File: config.mk
export PLATFORM = sky130hd
export DESIGN_NAME = rc4_stream_xor
export DESIGN_NICKNAME = d
export VERILOG_FILES = /design/src/rtl/rc4_pkg.sv /design/src/rtl/rc4_byte_fifo.sv /design/src/rtl/rc4_stream_xor.sv
export SDC_FILE = /design/constraint.sdc
export NUM_CORES = 1
export LEC_CHECK = 0
export BUFFER_PORTS_ARGS = -buffer_cell sky130_fd_sc_hd__buf_2
export CAP_MARGIN = 20
export CORE_MARGIN = 5
export CORE_UTILIZATION = 43
export CTS_CLUSTER_SIZE = 25
export DETAILED_ROUTE_END_ITERATION = 8
export PLACE_DENSITY = 0.61
export REMOVE_ABC_BUFFERS = 1
export SLEW_MARGIN = 20
export SYNTH_ARGS = -nofsm -noshare
export SYNTH_HDL_FRONTEND = slang
export SYNTH_SLANG_ARGS = --single-unit
File: constraint.sdc
create_clock -name clk_i -period 5.2 [get_ports clk_i]
set_input_delay 0.26 -clock clk_i [delete_from_list [all_inputs] [get_ports clk_i]]
set_output_delay 0.26 -clock clk_i [all_outputs]
set_load 0.005 [all_outputs]
File: src/rtl/rc4_pkg.sv
// rc4_pkg: shared types for the RC4 keystream consumer.
//   BYTE_W          - data byte width
//   rc4_xor_state_t - control FSM states of rc4_stream_xor
//   rc4_byte_t      - one data / keystream byte
package rc4_pkg;

    localparam int unsigned BYTE_W = 8;

    typedef enum logic [1:0] {
        IDLE,
        WAIT_KEY,
        RUN,
        DONE
    } rc4_xor_state_t;

    typedef logic [BYTE_W-1:0] rc4_byte_t;

endpackage

File: src/rtl/rc4_byte_fifo.sv
// rc4_byte_fifo: small synchronous byte FIFO used to prefetch keystream.
//   clk_i, rst_i   - clock, asynchronous active-high reset
//   flush_i        - synchronous flush, empties the FIFO (wins over push/pop)
//   push_i, data_i - write a byte (ignored when full)
//   pop_i          - drop the head byte (ignored when empty)
//   data_o         - head byte, valid while !empty_o
//   empty_o/full_o - occupancy flags
// Reads are not bypassed: a byte written into an empty FIFO shows up on
// data_o the cycle after the push.
module rc4_byte_fifo
    import rc4_pkg::*;
#(
    parameter int unsigned DEPTH = 4
) (
    input  logic      clk_i,
    input  logic      rst_i,
    input  logic      flush_i,
    input  logic      push_i,
    input  rc4_byte_t data_i,
    input  logic      pop_i,
    output rc4_byte_t data_o,
    output logic      empty_o,
    output logic      full_o
);

    localparam int unsigned AW = (DEPTH > 1) ? $clog2(DEPTH) : 1;

    rc4_byte_t   r_mem [DEPTH];
    // Pointers carry one extra wrap bit to tell full from empty.
    logic [AW:0] r_wr_ptr;
    logic [AW:0] r_rd_ptr;
    logic        w_push;
    logic        w_pop;

    always_comb begin
        empty_o = (r_wr_ptr == r_rd_ptr);
        full_o  = (r_wr_ptr[AW] != r_rd_ptr[AW]) &&
                  (r_wr_ptr[AW-1:0] == r_rd_ptr[AW-1:0]);
        w_push  = push_i && !full_o;
        w_pop   = pop_i && !empty_o;
        data_o  = r_mem[r_rd_ptr[AW-1:0]];
    end

    always_ff @(posedge clk_i or posedge rst_i) begin
        if (rst_i) begin
            r_wr_ptr <= '0;
            r_rd_ptr <= '0;
        end else if (flush_i) begin
            r_wr_ptr <= '0;
            r_rd_ptr <= '0;
        end else begin
            if (w_push) r_wr_ptr <= r_wr_ptr + 1'b1;
            if (w_pop)  r_rd_ptr <= r_rd_ptr + 1'b1;
        end
    end

    // Storage needs no reset: it is only read while the FIFO is non-empty.
    always_ff @(posedge clk_i) begin
        if (w_push && !flush_i) r_mem[r_wr_ptr[AW-1:0]] <= data_i;
    end

endmodule

File: src/rtl/rc4_stream_xor.sv
// rc4_stream_xor: pulls RC4 keystream bytes and XORs them onto a byte stream.
//   clk_i, rst_i                   - clock, asynchronous active-high reset
//   start_i, len_i                 - start a message of len_i bytes (IDLE only)
//   abort_i                        - synchronous abort back to IDLE, flushes state
//   key_ready_i                    - generator key schedule complete
//   ks_valid_i/ks_data_i/ks_ready_o - keystream input handshake
//   din_valid_i/din_i/din_ready_o  - ciphertext (or plaintext) input handshake
//   dout_valid_o/dout_o/dout_ready_i - registered result stream
//   busy_o                         - FSM not in IDLE
//   done_o                         - one-cycle pulse once the last byte is taken
module rc4_stream_xor
    import rc4_pkg::*;
#(
    parameter int unsigned KS_DEPTH = 4,
    parameter int unsigned LEN_W    = 16
) (
    input  logic             clk_i,
    input  logic             rst_i,
    input  logic             start_i,
    input  logic [LEN_W-1:0] len_i,
    input  logic             abort_i,
    input  logic             key_ready_i,
    input  logic             ks_valid_i,
    input  logic [7:0]       ks_data_i,
    output logic             ks_ready_o,
    input  logic             din_valid_i,
    input  logic [7:0]       din_i,
    output logic             din_ready_o,
    output logic             dout_valid_o,
    output logic [7:0]       dout_o,
    input  logic             dout_ready_i,
    output logic             busy_o,
    output logic             done_o
);

    rc4_xor_state_t   r_state;
    rc4_xor_state_t   w_state_next;
    logic [LEN_W-1:0] r_rem_cnt;    // bytes still to be produced
    logic [LEN_W-1:0] r_fetch_cnt;  // keystream bytes still to be fetched
    rc4_byte_t        r_dout;
    logic             r_dout_valid;

    logic             w_fifo_empty;
    logic             w_fifo_full;
    rc4_byte_t        w_ks_head;
    logic             w_out_free;
    logic             w_ks_fire;
    logic             w_din_fire;

    rc4_byte_fifo #(
        .DEPTH (KS_DEPTH)
    ) u_ks_fifo (
        .clk_i   (clk_i),
        .rst_i   (rst_i),
        .flush_i (abort_i),
        .push_i  (w_ks_fire),
        .data_i  (ks_data_i),
        .pop_i   (w_din_fire),
        .data_o  (w_ks_head),
        .empty_o (w_fifo_empty),
        .full_o  (w_fifo_full)
    );

    // Handshakes. Fetch is bounded by fetch_cnt so the generator is never
    // advanced past the message, keeping later messages aligned.
    always_comb begin
        w_out_free  = !r_dout_valid || dout_ready_i;
        ks_ready_o  = (r_state == RUN) && !w_fifo_full && (r_fetch_cnt != '0);
        din_ready_o = (r_state == RUN) && !w_fifo_empty && (r_rem_cnt != '0) &&
                      w_out_free;
        w_ks_fire   = ks_valid_i && ks_ready_o;
        w_din_fire  = din_valid_i && din_ready_o;
    end

    always_comb begin
        w_state_next = r_state;
        unique case (r_state)
            IDLE: begin
                if (start_i) begin
                    if (len_i == '0)      w_state_next = DONE;
                    else if (key_ready_i) w_state_next = RUN;
                    else                  w_state_next = WAIT_KEY;
                end
            end
            WAIT_KEY: begin
                if (key_ready_i) w_state_next = RUN;
            end
            RUN: begin
                // Leave only once the final output byte has been accepted.
                if ((r_rem_cnt == '0) && w_out_free) w_state_next = DONE;
            end
            DONE: begin
                w_state_next = IDLE;
            end
            default: begin
                w_state_next = IDLE;
            end
        endcase
        if (abort_i) w_state_next = IDLE;
    end

    always_ff @(posedge clk_i or posedge rst_i) begin
        if (rst_i) begin
            r_state <= IDLE;
        end else begin
            r_state <= w_state_next;
        end
    end

    always_ff @(posedge clk_i or posedge rst_i) begin
        if (rst_i) begin
            r_rem_cnt   <= '0;
            r_fetch_cnt <= '0;
        end else if (abort_i) begin
            r_rem_cnt   <= '0;
            r_fetch_cnt <= '0;
        end else if ((r_state == IDLE) && start_i) begin
            r_rem_cnt   <= len_i;
            r_fetch_cnt <= len_i;
        end else begin
            if (w_ks_fire)  r_fetch_cnt <= r_fetch_cnt - LEN_W'(1);
            if (w_din_fire) r_rem_cnt   <= r_rem_cnt - LEN_W'(1);
        end
    end

    always_ff @(posedge clk_i or posedge rst_i) begin
        if (rst_i) begin
            r_dout       <= '0;
            r_dout_valid <= 1'b0;
        end else if (abort_i) begin
            r_dout_valid <= 1'b0;
        end else if (w_din_fire) begin
            r_dout       <= din_i ^ w_ks_head;
            r_dout_valid <= 1'b1;
        end else if (dout_ready_i) begin
            r_dout_valid <= 1'b0;
        end
    end

    always_comb begin
        dout_o       = r_dout;
        dout_valid_o = r_dout_valid;
        busy_o       = (r_state != IDLE);
        done_o       = (r_state == DONE);
    end

endmodule
---- Yosys cells after proc, flatten, opt, wreduce, memory -nomap -nowiden ----
Memory sizes are Yosys's and may differ from the RTL's.
Index checks and enable logic that the tools add are counted.
operators by class
  $add $sub $neg .......................... 4
  equality and inequality tests ........... 9
  mux-type cells .......................... 22
  bitwise gates (word level) .............. 2
  reductions and logical operators ........ 31
operator list
  operator               count
  $mux 16                6
  $logic_not 16->1       2
  $reduce_bool 16->1     2
  $sub 16x1->16 const B  2
  $logic_and 1x1->1      13
  $mux 2                 6
  $mux 3                 4
  $reduce_bool 3->1      3
  $pmux 2 s4             1
  $xor 8x8->8            1
  $add 3x1->3 const B    2
  $ne 3x3->1 const B     2
  $reduce_bool 2->1      3
  $mux 1                 5
  $eq 2x2->1 const B     2
  $logic_not 1->1        4
  $eq 3x3->1             1
  $ne 3x2->1 const B     1
  $reduce_and 3->1       1
  $eq 2x1->1 const B     1
  $eq 2x2->1             1
  $logic_not 2->1        1
  $reduce_and 2->1       1
  $logic_or 1x1->1       1
  other kinds (2)        2
storage, ports and cells
  register bits after elaboration ......... 49
  RAM bits ................................ 32
  bits of input ports ..................... 40
  output and inout port bits .............. 13
  memories ................................ 1
memories
  name             depth  bits a word  rd ports  clocked after memory_dff  wr ports  RTL line             text
  u_ks_fifo.r_mem  4      8            1         0                         1         rc4_byte_fifo.sv:28  rc4_byte_t r_mem [DEPTH];

---- Depth between registers and ports, before layout ----
Gate-level depths: netlist (run 1).
  word-level depth ........................ 10
  mapped depth ............................ 9
  depth with buffers taken out ............ 7

---- Cells and area by module ----
From an unflattened synthesis (run 1), not the netlist that was laid out.
unflattened totals
  cell total of the unflattened synthesis .. 397
  area total of the unflattened synthesis .. 4359.2 µm²
by module, submodules not included
  module          instances  cells each  area each (µm²)
  rc4_stream_xor  1          290         2641.3
  rc4_byte_fifo   1          107         1717.9

---- Worst setup path before layout (run 1) ----
Ideal clock, no wire load.
  path type ............................... flip-flop to flip-flop
  from .................................... register r_rem_cnt[0]
  to ...................................... register r_dout[0] (netlist: dout_o[0])
  library setup time ...................... 125 ps
  arrival time ............................ 1948 ps
  setup slack ............................. 3127 ps
  stages on the path, launching flop included .. 9
  buffers on the path ..................... 1
  period minus slack after synthesis ...... 2073 ps
  path through ............................ dfrtp_1 -> inv_1 -> ha_1 -> nor3b_1 -> a41o_1 -> buf_6 -> or2_2 -> nor2_4 -> mux2_2
on the way
  longest elaborated chain between the ends .. 5
RTL lines
  what                               RTL line               text
  start, declared                    rc4_stream_xor.sv:38   logic [LEN_W-1:0] r_rem_cnt;
  start signal, assigned             rc4_stream_xor.sv:118  r_rem_cnt <= len_i;
  start signal, assigned             rc4_stream_xor.sv:122  if (w_din_fire) r_rem_cnt <= r_rem_cnt - LEN_W'(1);
  $reduce_bool 16->1                 rc4_stream_xor.sv:69   din_ready_o = (r_state == RUN) && !w_fifo_empty && (r_rem_cnt != '0) &&
  $logic_and 1x1->1 (2 in series)    rc4_stream_xor.sv:69
  $logic_and 1x1->1                  rc4_stream_xor.sv:72   w_din_fire = din_valid_i && din_ready_o;
  $reduce_and 2->1 (no source line)  -
  end signal, assigned               rc4_stream_xor.sv:133  r_dout <= din_i ^ w_ks_head;
  end, declared                      rc4_stream_xor.sv:40   rc4_byte_t r_dout;
Every way passes these cells.
A chain may end at the register's enable or synchronous reset.

---- Worst setup path in the final report (run 1) ----
  from .................................... register u_ks_fifo.r_rd_ptr[0]
  to ...................................... memory u_ks_fifo.r_mem[0][4] (netlist bit) (enable)
on the way
  longest elaborated chain between the ends .. 10
RTL lines
  what                              RTL line                                   text
  start, declared                   rc4_byte_fifo.sv:31                        logic [AW:0] r_rd_ptr;
  start signal, assigned            rc4_byte_fifo.sv:53                        if (w_pop) r_rd_ptr <= r_rd_ptr + 1'b1;
  $eq 2x2->1 (*)                    rc4_byte_fifo.sv:38                        (r_wr_ptr[AW-1:0] == r_rd_ptr[AW-1:0]);
  $logic_and 1x1->1 (*)             rc4_byte_fifo.sv:37                        full_o = (r_wr_ptr[AW] != r_rd_ptr[AW]) &&
  $logic_not 1->1 (*)               rc4_byte_fifo.sv:39, rc4_stream_xor.sv:68
  $logic_and 1x1->1 (2 in series)   rc4_stream_xor.sv:68                       ks_ready_o = (r_state == RUN) && !w_fifo_full && (r_fetch_cnt != '0);
  $logic_and 1x1->1                 rc4_stream_xor.sv:71                       w_ks_fire = ks_valid_i && ks_ready_o;
  $logic_and 1x1->1 (*)             rc4_byte_fifo.sv:39                        w_push = push_i && !full_o;
  $logic_and 1x1->1 (*)             rc4_byte_fifo.sv:59                        if (w_push && !flush_i) r_mem[r_wr_ptr[AW-1:0]] <= data_i;
  $mux 1 (*)                        rc4_byte_fifo.sv:59
  $mux 1 (not written as such) (*)  rc4_byte_fifo.sv:59
  end, declared                     rc4_byte_fifo.sv:28
Every way passes the cells marked *; elsewhere a longest branch is shown, timed or not.

==> results by group, run 1 <==
Power
  • Sw Share: 35.48%
  • P_sw: 0.6909 mW
  • Combinational power share: 30.1%
  • Maximum vdd drop: 159.0 uV
  • Clk pwr share: 24.3%
  • Power Dens Cells: 410.1 nW/um2
  • Tot Pwr: 1.947 mW
  • P_leak: 1.898 nW
  • Internal: 1.256 mW
  • Register share of total power: 45.6%

Critical path
  • Reg2reg start: u_ks_fifo.r_rd_ptr[0]$_DFFE_PP0P_
  • Crit-path cells: xor2_1 > o311a_2 > nand2_1 > nor2_1 > and2_1
  • Arr. time, crit path: 2790 ps
  • CP Data Required Time: 5220 ps
  • Crit path launch type: flip-flop
  • CP Capture Type: flip-flop
  • FF-to-FF End: u_ks_fifo.r_mem[0][4]$_DFFE_PP_
  • R2R cell count: 5
  • CP Max Fanout: 15
  • CP Class: flip-flop to flip-flop
  • Slowest CP cell: dfrtp_1
  • CP peak stage delay: 740 ps
  • Flop2flop setup slack: 2430 ps

Floorplanning
  • Die Ht: 109.1 um
  • Initial Util: 43.60%
  • DIE AREA: 11900 um2
  • # IOs: 53
  • Row Count: 36
  • Die width: 109.1 um
  • Core box area: 9684 um2

Min path
  • Min-Delay Path Class: primary input to asynchronous set/reset pin

Drt
  • Drt initial violations: 153
  • DR vias/cell: 5.511
  • Vias: 2965
  • WL per Instance: 18.09 um
  • Post-route ant nets: 0
  • DRC: 0
  • Routed wire length: 9.732 mm
  • DR pass1 iterations: 5

Timing
  • Final clock skew: 9.690 ps
  • Fin crit share: 53.32%
  • Min Tclk post-route: 2772 ps
  • Final hold violation count: 0
  • Pins Over Slew Limit: 0
  • Worst-margin pin slew: 854.0 ps
  • RSZ-0062 raised after global routing: false
  • Max Clk Rate: 360.7 MHz
  • Final setup violating endpoints: 0
  • Slew HR: 42.87%
  • Setup TNS: 0 ps
  • Worst setup margin: 2428 ps

Layout
  • Most common cell after layout, fill and taps aside: buf_2
  • Final Net Count: 452
  • Most frequent cells in the layout: buf_2 (52), dfrtp_1 (49), edfxtp_1 (32)
  • ANT cells: 0
  • Layout area overhead: 12.44%
  • Layout cells sized above 1: 24.44%

CTS
  • Clock Pin Slew Worst Setup and Hold Paths: 80 ps
  • CTS Buffer Depth: 2
  • Cts repair resizes: 0
  • H-tree Lvls: 3
  • Clock root cell: clkbuf_8
  • TritonCTS clock tree: done
  • Clk Latency, worst-skew pair: 370 ps
  • Clock sink total: 81
  • Inserted Clock Buffers: 9
  • Hold buffer count at cts: 0
  • Post CTS Setup Buffer Count: 0

Yosys
  • Area share of the largest cell type after synthesis: 29.04%
  • Sequential-to-total area share from yosys stat: 51.79%
  • Yosys warns: 0
  • Mean area per synthesized cell: 11.96 um2
  • Synth cell types: 54
  • Yosys top cell by area: dfrtp_1
  • Synthesized area: 4223 um2
  • Seq cells post-synth: 81
  • Main synth FF type: dfrtp_1
  • EDFF count, synth: 32
  • Area contributors post-synth: dfrtp_1 (29%), edfxtp_1 (23%), xor2_1 (4.4%)
  • Async set-reset flop share out of synthesis: 60.49%
  • Mapped Cells: 353

Place
  • Post-DP HPWL: 7.134 mm
  • GP Congestion: 0.8695
  • I/O Buffers: 52
  • Dpl ws: 2380 ps

Status
  • Outcome: complete, no violations

Global routing
  • First-pass GRT wire length: 15.95 mm
  • Gr ovfl total: 0
  • Largest net degree at the start of global routing: 50
  • Vias in the first global route: 2984
  • GRT Overall Usage: 17.90%
  • Initial antenna violation count: 0

Flow run
  • Max Cap Viol: 0
==> state kept, by name (all words and copies together) (netlist names) <==
signal and count:
dout_o 8, r_state 2, u_ks_fifo.r_rd_ptr 3, u_ks_fifo.r_mem 32, r_rem_cnt 16, u_ks_fifo.r_wr_ptr 3
dout_valid_o 1, r_fetch_cnt 16
==> metal layers <==
layer / global-route usage [%] / vias to the layer above / wire [um]
met3: 3.138 / 12 / 462
met2: 25.70 / 75 / 4288
met5: 0 / - / 0
li1: - / 1412 / -
met4: 6.583 / 0 / 163
met1: 26.96 / 1466 / 4817
==> metrics by stage <==
step | hold WS [ps] | cells | instance area, um2 | utilization (%)
2_1_floorplan | 323.1 | 337 | 4119 | -
3_3_place_gp | 488.1 | 522 | 4546 | 46.94
3_5_place_dp | 492.7 | 522 | 4546 | 46.94
4_1_cts | 108.6 | 538 | 4747 | 49.02
5_1_grt | 108.6 | 538 | 4748 | 49.03
6_report | 34.27 | 538 | 4748 | 49.03
==> cell usage after synthesis, types with 10 or more instances <==
master,number
inv_1,16
xnor2_1,20
nand3_1,10
ha_1,12
dfrtp_1,49
a21oi_1,31
nor3_1,10
nor2_1,11
nor4_1,17
edfxtp_1,32
xor2_1,21
o21bai_1,14
==> cell families (layout without fill, tap and decap cells) <==
| logic type | count (synthesis) | count (layout) | share of synthesized area [%] |
|---|---|---|---|
| fa+ha+maj | 12 | 12 | 3.555 |
| flops | 81 | 81 | 51.79 |
| buf+inv | 32 | 84 | 3.882 |
| simple gates | 101 | 101 | 14.79 |
| compound gates | 70 | 70 | 11.08 |
| xor+xnor | 41 | 41 | 8.504 |
| mux | 16 | 16 | 6.400 |
==> power groups by stage <==
stage | clock, mW | combinational (mW) | sequential (mW)
floorplan | 0 | 0.419 | 0.876
global placement | 0 | 0.570 | 0.894
detailed placement | 0 | 0.582 | 0.899
finish | 0.473 | 0.585 | 0.889
CTS | 0.483 | 0.585 | 0.887
global route | 0.514 | 0.661 | 0.906
==> worst max-delay path: cells and delay by family, from the launching register on <==
kind	cells	cell delay [ps]
compound gates	1	420
simple gates	3	870
xor+xnor	1	390
flops	1	740
==> area by class of cell <==
type / count / area [um2]
inverter: 16 / 61.31
clock inverter: 7 / 77.57
fill: 875 / 4936
multi-input combinational: 240 / 1872
sequential: 81 / 2187
clock buffer: 9 / 123.9
tap: 133 / 166.4
timing repair buffer: 52 / 260.3
==> how the worst max path moves through the flow <==
stage	slack, ps	start	endpoint	cells after the start
floorplan	2900	u_ks_fifo.r_rd_ptr[0]$_DFFE_PP0P_	u_ks_fifo.r_mem[3][0]$_DFFE_PP_	5
global placement	2540	u_ks_fifo.r_rd_ptr[0]$_DFFE_PP0P_	u_ks_fifo.r_mem[0][6]$_DFFE_PP_	5
detailed placement	2380	u_ks_fifo.r_rd_ptr[0]$_DFFE_PP0P_	u_ks_fifo.r_mem[0][7]$_DFFE_PP_	5
CTS	2380	u_ks_fifo.r_rd_ptr[0]$_DFFE_PP0P_	u_ks_fifo.r_mem[0][4]$_DFFE_PP_	5
global route	2130	u_ks_fifo.r_rd_ptr[0]$_DFFE_PP0P_	u_ks_fifo.r_mem[0][3]$_DFFE_PP_	5
finish	2430	u_ks_fifo.r_rd_ptr[0]$_DFFE_PP0P_	u_ks_fifo.r_mem[0][4]$_DFFE_PP_	5
Power figures use the tool's default switching activity.
==> run 2, diff against run 1 <==
ABC_AREA = 1   (was default)
PLACE_DENSITY = 0.6   (was 0.61)
clock period = 2.6 ns   (was 5.2 ns; I/O delays follow)
==> results by group, run 2 <==
Status
  • Outcome: complete, no violations

Critical path
  • R2R cell count: 8 (+3)
  • CP Capture Type: flip-flop
  • Flop2flop setup slack: 270 ps (-2160 ps)
  • Crit path launch type: flip-flop
  • FF-to-FF End: u_ks_fifo.r_mem[3][6]$_DFFE_PP_
  • CP Data Required Time: 2580 ps (-2640 ps)
  • CP Max Fanout: 12 (-3)
  • Reg2reg start: u_ks_fifo.r_rd_ptr[1]$_DFFE_PP0P_
  • CP Class: flip-flop to flip-flop
  • Arr. time, crit path: 2310 ps (-480 ps)

Timing
  • Max Clk Rate: 429.2 MHz (+19%)
  • Min Tclk post-route: 2330 ps (-442.8 ps)
  • Worst setup margin: 270.3 ps (-2157 ps)
  • Fin crit share: 89.60% (+36 points)
  • Pins Over Slew Limit: 0 (unchanged)
  • RSZ-0062 raised after global routing: false
  • Final setup violating endpoints: 0 (unchanged)
  • Final hold violation count: 0 (unchanged)
  • Setup TNS: 0 ps (unchanged)
  • Slew HR: 55.51% (+13 points)
  • Worst-margin pin slew: 667.4 ps (-186.5 ps)
  • Final clock skew: 12.57 ps (+2.877 ps)

CTS
  • Inserted Clock Buffers: 9 (unchanged)
  • Cts repair resizes: 0 (unchanged)
  • TritonCTS clock tree: done
  • H-tree Lvls: 3 (unchanged)
  • CTS Buffer Depth: 2 (unchanged)
  • Clk Latency, worst-skew pair: 350 ps (-20 ps)
  • Clock Pin Slew Worst Setup and Hold Paths: 70 ps (about the same)
  • Post CTS Setup Buffer Count: 0 (unchanged)
  • Clock root cell: clkbuf_16
  • Clock sink total: 81 (unchanged)
  • Hold buffer count at cts: 1 (+1)

Min path
  • Worst hold stages: 1
  • WHS Endpoint: u_ks_fifo.r_mem[0][1]$_DFFE_PP_
  • Hold Startpoint: ks_data_i[1]
  • Min-Delay Path Class: primary input to flip-flop

Layout
  • Final Core Density: 49.83% (+0.80 points)
  • # fillers: 1086 (+24%)
  • Max FFs per register: 32 (unchanged)
  • Layout cells sized above 1: 18.01% (-6.4 points)
  • ANT cells: 0 (unchanged)
  • Final Net Count: 730 (+62%)
  • Storage element area: 2187 um2 (unchanged)
  • Layout area overhead: 14.09%
  • Most common cell after layout, fill and taps aside: nand2_1
  • Most frequent cells in the layout: nand2_1 (178), nand3_1 (115), inv_1 (60)
  • Multi-input logic area: 2370 um2 (+27%)

Drt
  • DRC: 0 (unchanged)
  • Vias: 4234 (+43%)
  • WL per Instance: 14.99 um (-17%)
  • Post-route ant nets: 0 (unchanged)
  • Routed wire length: 12.38 mm (+27%)
  • DR pass1 iterations: 7 (+2)
  • Drt initial violations: 244 (+59%)
  • DR vias/cell: 5.126 (-7.0%)

Yosys
  • Cell with the most instances after synthesis: nand2_1
  • Sequential-to-total area share from yosys stat: 44.23% (-7.6 points)
  • Main synth FF type: dfrtp_1
  • Yosys warns: 0 (unchanged)
  • Mapped Cells: 624 (+77%)
  • Seq cells post-synth: 81 (unchanged)
  • Synthesized area: 4945 um2 (+17%)
  • Synth cell types: 34 (-37%)
  • Async set-reset flop share out of synthesis: 60.49% (unchanged)
  • EDFF count, synth: 32 (unchanged)
  • Most instantiated cells after synthesis: nand2_1 (178), nand3_1 (115), inv_1 (61), nor2_1 (50), dfrtp_1 (49)
  • Area contributors post-synth: dfrtp_1 (25%), edfxtp_1 (19%), nand2_1 (14%)
  • Area share of the largest cell type after synthesis: 24.80% (-4.2 points)
  • Yosys top cell by area: dfrtp_1
  • Mean area per synthesized cell: 7.924 um2 (-34%)

Global routing
  • Largest net degree at the start of global routing: 50 (unchanged)
  • Initial antenna violation count: 0 (unchanged)
  • First-pass GRT wire length: 20.55 mm (+29%)
  • Gr ovfl total: 0 (unchanged)
  • Vias in the first global route: 4088 (+37%)
  • GRT Overall Usage: 19.36% (+1.5 points)

Floorplanning
  • Row Count: 39 (+8.3%)
  • Die width: 117.2 um (+7.5%)
  • DIE AREA: 13740 um2 (+15%)
  • Die Ht: 117.2 um (+7.5%)
  • # IOs: 53 (unchanged)
  • Core box area: 11320 um2 (+17%)
  • Initial Util: 43.68% (+0.074 points)

Power
  • Maximum vdd drop: 532.4 uV (+230%)
  • Tot Pwr: 5.975 mW (+210%)
  • P_leak: 2.786 nW (+47%)
  • Power Dens Cells: 1059 nW/um2 (+160%)

Place
  • Dpl ws: 243.0 ps (-2137 ps)
  • Post-DP HPWL: 9.005 mm (+26%)
  • GP Congestion: 0.8299 (-4.6%)
  • I/O Buffers: 52 (unchanged)

Flow run
  • Max Cap Viol: 0 (unchanged)
-- run 2: changes by cell type after synthesis, moves of 17 or more --
| cell | before | now |
|---|---|---|
| inv_1 | 16 | 61 |
| nand3_1 | 10 | 115 |
| nor4_1 | 17 | 0 |
| xnor2_1 | 20 | 0 |
| nor2_1 | 11 | 50 |
| nand2_1 | 9 | 178 |
-- run 2: worst max-delay path, cell delays in order, from the launching register on --
cell     delay, ps
dfrtp_1        550
inv_2          160
nand2_1        100
nand2_1         70
nand3_1        150
nand4_4        100
nor2_1         210
inv_1          120
nor2_1         490
-- run 2: cell families after synthesis --
| kind of cell | Yosys count | share of synthesized area (%) |
|---|---|---|
| AO/OA/AOI/OAI | 41 | 4.909 |
| flip-flops | 81 | 44.23 |
| AND/OR/NAND/NOR | 388 | 37.53 |
| buffers and inverters | 89 | 7.844 |
| XOR/XNOR | 13 | 2.455 |
| adder cells (fa/ha/maj) | 12 | 3.036 |
-- run 2: routing by layer --
| metal | global-route usage [%] | routed length (um) | vias to the layer above |
|---|---|---|---|
| li1 | - | - | 2150 |
| met1 | 25.92 | 5537 | 1961 |
| met2 | 31.56 | 5975 | 105 |
| met3 | 3.907 | 623 | 18 |
| met4 | 6.193 | 243 | 0 |
| met5 | 0 | 0 | - |
-- run 2: stage by stage --
step | hold slack (ps) | cells | cell area, um2
finish | 4.420 | 826 | 5642
global route | 10.64 | 826 | 5642
CTS | 5.747 | 826 | 5642
detailed placement | 362.2 | 809 | 5334
global placement | 360.1 | 809 | 5334
floorplan | 193.1 | 603 | 4812
-- run 2: power breakdown --
group | internal, mW | total, mW | switching (mW)
sequential | 1.64 | 1.97 | 0.330
clock | 0.750 | 1.30 | 0.554
combinational | 0.953 | 2.70 | 1.75
total | 3.34 | 5.97 | 2.63
-- run 2: how the worst max path moves through the flow --
stage	cells after the start	from	slack [ps]	to
after detailed placement	8	u_ks_fifo.r_rd_ptr[1]$_DFFE_PP0P_	240	u_ks_fifo.r_mem[3][1]$_DFFE_PP_
after CTS	8	u_ks_fifo.r_rd_ptr[1]$_DFFE_PP0P_	230	u_ks_fifo.r_mem[3][2]$_DFFE_PP_
after global routing	8	u_ks_fifo.r_rd_ptr[1]$_DFFE_PP0P_	50	u_ks_fifo.r_mem[3][0]$_DFFE_PP_
after floorplan	8	r_state[0]$_DFFE_PP0P_	90	r_rem_cnt[3]$_DFFE_PP0P_
final	8	u_ks_fifo.r_rd_ptr[1]$_DFFE_PP0P_	270	u_ks_fifo.r_mem[3][6]$_DFFE_PP_
after global placement	8	u_ks_fifo.r_rd_ptr[1]$_DFFE_PP0P_	380	u_ks_fifo.r_mem[3][0]$_DFFE_PP_
-- run 2: layout make-up --
cell class	instances	area share [%]
clock buffers	10	4.059
inverters	68	4.524
well taps	143	3.171
multi-input cells	454	42.00
flip-flops and latches	81	38.77
repair buffers	64	6.254
clock inverters	6	1.220
